<file path="src/rtl/arb_pkg.sv">
// Shared types and fixed sizes for the round-robin index arbiter.
// The arbiter drives a 4-to-16 decoder, so the requester count and index width are fixed.
package arb_pkg;

   localparam int N_REQ = 16;
   localparam int IDX_W = 4;

   typedef enum logic [1:0] {
      IDLE  = 2'd0,
      GRANT = 2'd1,
      GAP   = 2'd2
   } arb_state_t;

endpackage

</file>
<file path="src/rtl/rr_priority_pick.sv">
// Combinational round-robin pick.
// Finds the first set request bit when scanning from ptr upward, wrapping modulo 16.
module rr_priority_pick
   import arb_pkg::*;
(
   input  logic [N_REQ-1:0] req,
   input  logic [IDX_W-1:0] ptr,
   output logic             any,
   output logic [IDX_W-1:0] idx
);

   logic [N_REQ-1:0] rot;
   logic [IDX_W-1:0] off;

   assign any = |req;

   // Rotate requests right by ptr so that bit 0 of rot is requester ptr.
   always_comb begin
      rot = '0;
      for (int i = 0; i < N_REQ; i++) begin
         rot[i] = req[IDX_W'(i) + ptr];
      end
   end

   // Lowest set bit of the rotated vector; the downward scan leaves the lowest one in off.
   always_comb begin
      off = '0;
      for (int i = N_REQ - 1; i >= 0; i--) begin
         if (rot[i]) begin
            off = IDX_W'(i);
         end
      end
   end

   // Undo the rotation; the 4-bit add wraps naturally modulo 16.
   assign idx = ptr + off;

endmodule

</file>
<file path="src/rtl/rr_index_arbiter.sv">
// Round-robin arbiter over 16 requesters with a registered winner index and enable.
// Each grant lasts a programmable dwell, and consecutive grants are separated by a
// one-cycle dead gap so the downstream one-hot decoder lines never overlap.
module rr_index_arbiter
   import arb_pkg::*;
#(
   parameter int HOLD_W = 8
)
(
   input  logic              clk,
   input  logic              rst_n,
   input  logic [N_REQ-1:0]  req,
   input  logic [HOLD_W-1:0] hold_cycles,
   input  logic              done,
   output logic [IDX_W-1:0]  grant_idx,
   output logic              grant_en
);

   arb_state_t        state;
   arb_state_t        state_nxt;
   logic [IDX_W-1:0]  ptr;
   logic [IDX_W-1:0]  ptr_nxt;
   logic [HOLD_W-1:0] cnt;
   logic [HOLD_W-1:0] cnt_nxt;
   logic [IDX_W-1:0]  idx_nxt;
   logic              en_nxt;
   logic              pick_any;
   logic [IDX_W-1:0]  pick_idx;
   logic              release_now;

   rr_priority_pick u_pick (
      .req (req),
      .ptr (ptr),
      .any (pick_any),
      .idx (pick_idx)
   );

   // The dwell is only counted down from the value latched at grant time. A latched
   // hold of 0 leaves cnt at 0, so cnt==1 can only be reached by a nonzero dwell.
   // Several causes in one cycle still produce a single release.
   assign release_now = done | ~req[grant_idx] | (cnt == HOLD_W'(1));

   // Next-state logic: arbitrate from IDLE or GAP, hold the grant until a release cause.
   always_comb begin
      state_nxt = state;
      ptr_nxt   = ptr;
      cnt_nxt   = cnt;
      idx_nxt   = grant_idx;
      en_nxt    = grant_en;
      case (state)
         IDLE, GAP: begin
            if (pick_any) begin
               state_nxt = GRANT;
               idx_nxt   = pick_idx;
               en_nxt    = 1'b1;
               cnt_nxt   = hold_cycles;
            end else begin
               state_nxt = IDLE;
               en_nxt    = 1'b0;
            end
         end
         GRANT: begin
            en_nxt = 1'b1;
            if (release_now) begin
               state_nxt = GAP;
               en_nxt    = 1'b0;
               ptr_nxt   = grant_idx + IDX_W'(1);
               cnt_nxt   = '0;
            end else if (cnt != '0) begin
               cnt_nxt = cnt - HOLD_W'(1);
            end
         end
         default: begin
            state_nxt = IDLE;
            en_nxt    = 1'b0;
         end
      endcase
   end

   // State, pointer, dwell counter and output registers; reset clears them immediately.
   always_ff @(posedge clk or negedge rst_n) begin
      if (!rst_n) begin
         state     <= IDLE;
         ptr       <= '0;
         cnt       <= '0;
         grant_idx <= '0;
         grant_en  <= 1'b0;
      end else begin
         state     <= state_nxt;
         ptr       <= ptr_nxt;
         cnt       <= cnt_nxt;
         grant_idx <= idx_nxt;
         grant_en  <= en_nxt;
      end
   end

endmodule

</file>
<file path="config.mk">
export PLATFORM = sky130hd
export DESIGN_NAME = rr_index_arbiter
export DESIGN_NICKNAME = d
export VERILOG_FILES = /design/src/rtl/arb_pkg.sv /design/src/rtl/rr_priority_pick.sv /design/src/rtl/rr_index_arbiter.sv
export SDC_FILE = /design/constraint.sdc
export NUM_CORES = 1
export LEC_CHECK = 0
export CAP_MARGIN = 40
export CORE_MARGIN = 2
export CORE_UTILIZATION = 38
export DETAILED_ROUTE_END_ITERATION = 16
export PLACE_DENSITY = 0.6
export SYNTH_ARGS = -nofsm -noshare
export SYNTH_HDL_FRONTEND = slang
export SYNTH_SLANG_ARGS = --single-unit
</file>
<file path="constraint.sdc">
create_clock -name clk -period 13.3 [get_ports clk]
set_clock_uncertainty 0.1 [all_clocks]
set_input_delay 1.33 -clock clk [delete_from_list [all_inputs] [get_ports clk]]
set_output_delay 1.33 -clock clk [all_outputs]
set_load 0.005 [all_outputs]
</file>
* Yosys cells after proc, flatten, opt, wreduce, memory -nomap -nowiden *
Cells that the tools add are included.

word-level totals
  register bits after elaboration = 19
  input bits = 27
  logic and storage cells = 117
  output and inout bits = 5

cells by class
  eq/ne operators = 6
  magnitude comparators = 17
  reductions and logical operators = 8
  add/subtract/negate cells = 18
  bitwise gates (word level) = 3
  muxes and demuxes = 60

operators by type and width
  operator                                                     number
  less-than comparator 4 x 5 -> 1 bit (second input constant)  17
  binary-select mux 1 bit (select 4 bit)                       17
  2-to-1 mux 4 bit                                             16
  adder 4 bit (first input constant)                           8
  2-to-1 mux 8 bit                                             3
  2-to-1 mux 1 bit                                             20
  adder 3 x 4 -> 4 bit (first input constant)                  4
  one-hot mux 8 bit (2 select lines)                           1
  OR reduction 16 bit                                          1
  adder 2 x 4 -> 4 bit (first input constant)                  2
  equality test 8 x 1 -> 1 bit (second input constant)         1
  nonzero test 8 bit                                           1
  subtractor 8 x 1 -> 8 bit (second input constant)            1
  adder 1 x 4 -> 4 bit (first input constant)                  1
  adder 4 x 1 -> 4 bit (second input constant)                 1
  adder 4 bit                                                  1
  inequality test 2 bit (second input constant)                2
  one-hot mux 2 bit (2 select lines)                           1
  AND reduction 2 bit                                          2
  inequality test 3 bit (second input constant)                1
  AND reduction 3 bit                                          1
  equality test 2 x 1 -> 1 bit (second input constant)         1
  equality test 2 bit (second input constant)                  1
  logical NOT 2 bit                                            1
  other kinds (6)                                              7

* Depth between registers and ports, before layout *
  depth in word-level cells = 20
  mapped depth = 17
  mapped depth without buffers = 15

* Hierarchy *
Synthesis repeated with hierarchy kept, for this count alone.

second synthesis, totals
  cell total of the unflattened synthesis = 238
  area, all modules = 2611.3 um^2

by module, submodules not included
  module            cells an instance  times used  sequential area each (um^2)  area each (um^2)
  rr_priority_pick  117                1           0.0                          1382.6
  rr_index_arbiter  121                1           475.5                        1228.7

* Worst setup path before layout *
Ideal clock, no wire load.

  kind = input -> register
  start = input port req[15]
  end = register grant_idx[3]
  arrival time = 4.108 ns
  library setup time = 0.125 ns
  stages = 12
  buffers on the path = 0
  data required time = 13.075 ns
  path slack = 8.967 ns
  cells stage by stage = mux4_1 > mux4_2 > o211ai_1 > nand3_1 > a311oi_1 > o22ai_1 > ha_1 > a21o_1 > a21oi_1 > xnor2_1 > xnor2_1 > mux2_4

on the way
  longest elaborated chain between the ends = 19
  elaborated cells between the ends (all ways) = 51
  classes of those cells = add/sub (1); mux (48); reduce/logical (2)

RTL lines
  item                                    line                    source
  start: declaration                      rr_index_arbiter.sv:12  input logic [N_REQ-1:0] req,
  binary-select mux 1 bit (select 4 bit)  rr_priority_pick.sv:21  rot[i] = req[IDX_W'(i) + ptr];
  2-to-1 mux 1 bit (implied by the code)  rr_priority_pick.sv:21
  2-to-1 mux 4 bit (16 in series)         rr_priority_pick.sv:29  if (rot[i]) begin
  adder 4 bit                             rr_priority_pick.sv:36  assign idx = ptr + off;
  end signal: assignment                  rr_index_arbiter.sv:92  grant_idx <= idx_nxt;
  end: declaration                        rr_index_arbiter.sv:15  output logic [IDX_W-1:0] grant_idx,

Parallel ways exist; a longest one is shown, timed or not. The select of a mux whose other input is x is not followed.
A chain may end at the register's enable or synchronous reset.

* Final worst setup path *
Ends and elaborated chain as after synthesis.

==> results.tsv <==
metric	value	unit
status	finished clean	
met3 usage	3.479	%
Final Hold Viols	0	
site row count	28	
Synth Net Count	264	
Yosys reg bits	19	
CP max FO	6	
Initial Util	39.83	%
placed instance area	2786	um^2
Crit Path Category	input pin to flip-flop	
met2 usage	26.32	%
final instance area	2833	um^2
grt met1 use	25.63	%
core area	5991	um^2
Area Overhead vs Synth	18.72	%
total negative slack	0	ps
vias per inst	5.886	
Final Max Tran Viols	0	
register area share after synthesis	19.93	%
Final Net Count	292	
Detail Placement HPWL	4440	um
TritonCTS clock tree	built	
most common cell after layout, fill and taps aside	clkdlybuf4s50_1	
endpoints failing setup	0	
antenna-violating nets left	0	
Port Buffers	31	
Fin Hold WS	418.9	ps
Achievable Freq	210.0	MHz
synth unique cells	48	
setup bufs post-CTS	0	
Final Wtd Congestion	0.8477	
CP max-delay cell	mux4_1	
Overflow after GRT	0	
commonest non-fill, non-tap cells in the layout	clkdlybuf4s50_1 (31), mux2i_1 (21), dfrtp_1 (19)	
Synth Instances	223	
drt first pass iters	4	
CTS resizes	0	
Worst Path Buf+Inv	1	
dominant cells by area after synthesis	dfrtp_1 (20%), mux4_2 (15%), mux2i_1 (8.8%)	
EDFF count, synth	0	
Crit. End Element	flip-flop	
worst slew pin tran	579.3	ps
startpoint class of the critical path	input pin	
vias in the first global route	1948	
Post-synth top flop	dfrtp_1	
CTS Root Cell	clkbuf_8	
Ys Warns	0	
Final min period	4763	ps
max-cap violation count	0	
via count	1913	
post-DR wirelength/cell	17.26	um
worst hold path type	flip-flop to flip-flop	
GRT Total Usage	17.18	%
Die Area	6929	um^2
register-to-register setup slack	8580	ps
final cell count without fillers	325	
critical-path cell list	clkdlybuf4s50_1 > mux4_1 > mux4_2 > o211ai_1 > nand3_1 > a311oi_1 > o22ai_1 > ha_1 > a21o_1 > a21oi_1 > xnor2_1 > xnor2_1 > mux2_4	
share of layout cells above drive strength 1	16.00	%
Worst Path Required	13340	ps
top-area cell type share of the netlist area	19.93	%
clock sinks	19	
clk buf depth	2	
clock-pin slew on the worst setup and hold paths	70	ps
Num CTS Buffers	3	
GR peak layer	met2	
Die Y	83.24	um
Largest delay share family, worst path	multiplexers	
initial antenna violation count	0	
worst-skew pair later-pin latency	260	ps
global-route wire length before repair	9908	um
Initial DRC Count	45	
largest net degree at the start of global routing	18	
die extent in x	83.24	um
unrepaired setup endpoints after global routing	false	
asr flop ratio synth	100.0	%
Worst path max stage delay	610	ps
syn avg cell area	10.70	um^2
worst path arrival time	4810	ps
crit share post-route	35.81	%
WL final	5611	um
H-tree depth	1	
Slew Limit Headroom	61.38	%
placed insts	321	
Post-Syn Area	2386	um^2
hold buffer count at cts	0	
CP most frequent cell	xnor2_1	
DRC violations left	0	
ant diodes	0	
Yosys top cell by area	dfrtp_1	
I/O Pins	32	
[cells by family after synthesis]
family                   Yosys count  share of synthesized area [%]
buffers and inverters             21                          3.828
flip-flops                        19                          19.93
multiplexers                      59                          38.96
AO/OA/AOI/OAI                     46                          13.69
XOR/XNOR                          14                          5.139
AND/OR/NAND/NOR                   50                          10.80
adder cells (fa/ha/maj)           14                          7.656
[state kept, by name, indices dropped and copies added, names as in the netlist]
register / count
grant_idx: 4
ptr: 4
state: 2
cnt: 8
grant_en: 1
[path summary, 6_finish.rpt]
check | startpoint | end | depth (start not counted)
setup / recovery | req[15] | grant_idx[3] | 13
max in group asynchronous | rst_n | ptr[2] | 2
hold reg to reg | cnt[3] | cnt[3] | 1
setup reg to reg | ptr[1] | grant_idx[3] | 13
hold / removal | cnt[3] | cnt[3] | 1
min in group asynchronous | rst_n | cnt[0] | 1
[layer usage]
layer / part of all wire (%) / routed length [um] / up-vias
met4: 0.43 / 24 / 0
met3: 3.6 / 203 / 4
met5: 0 / 0 / -
li1: - / - / 930
met1: 51 / 2842 / 949
met2: 45 / 2541 / 30
[cells in the mapped netlist (all sizes together), types with 7 or more instances]
| master | n |
|---|---|
| inv | 7 |
| a21oi | 9 |
| o21ai | 11 |
| ha | 13 |
| dfrtp | 19 |
| xnor2 | 9 |
| nand2 | 14 |
| nor2 | 10 |
| mux2i | 22 |
| mux2 | 14 |
| a22o | 7 |
| mux4 | 23 |
| buf | 8 |
[layout make-up]
type | count | area (um^2)
repair buffers | 34 | 360.3
fillers | 573 | 3158
flip-flops and latches | 19 | 475.5
inverters | 10 | 37.54
clock inverters | 1 | 5.005
well taps | 75 | 93.84
clock buffers | 3 | 41.29
multi-input cells | 183 | 1819
[stage by stage]
stage | util [%] | setup slack, ps
finish | 47.28 | 8537
global route | 47.28 | 8201
CTS | 47.28 | 8549
detailed placement | 46.51 | 8270
global placement | 45.80 | 8335
floorplan | - | 8967
Power is left out: the tool's default activity adds up to more than one toggle a clock period on the data nets, which glitch-free logic cannot reach.
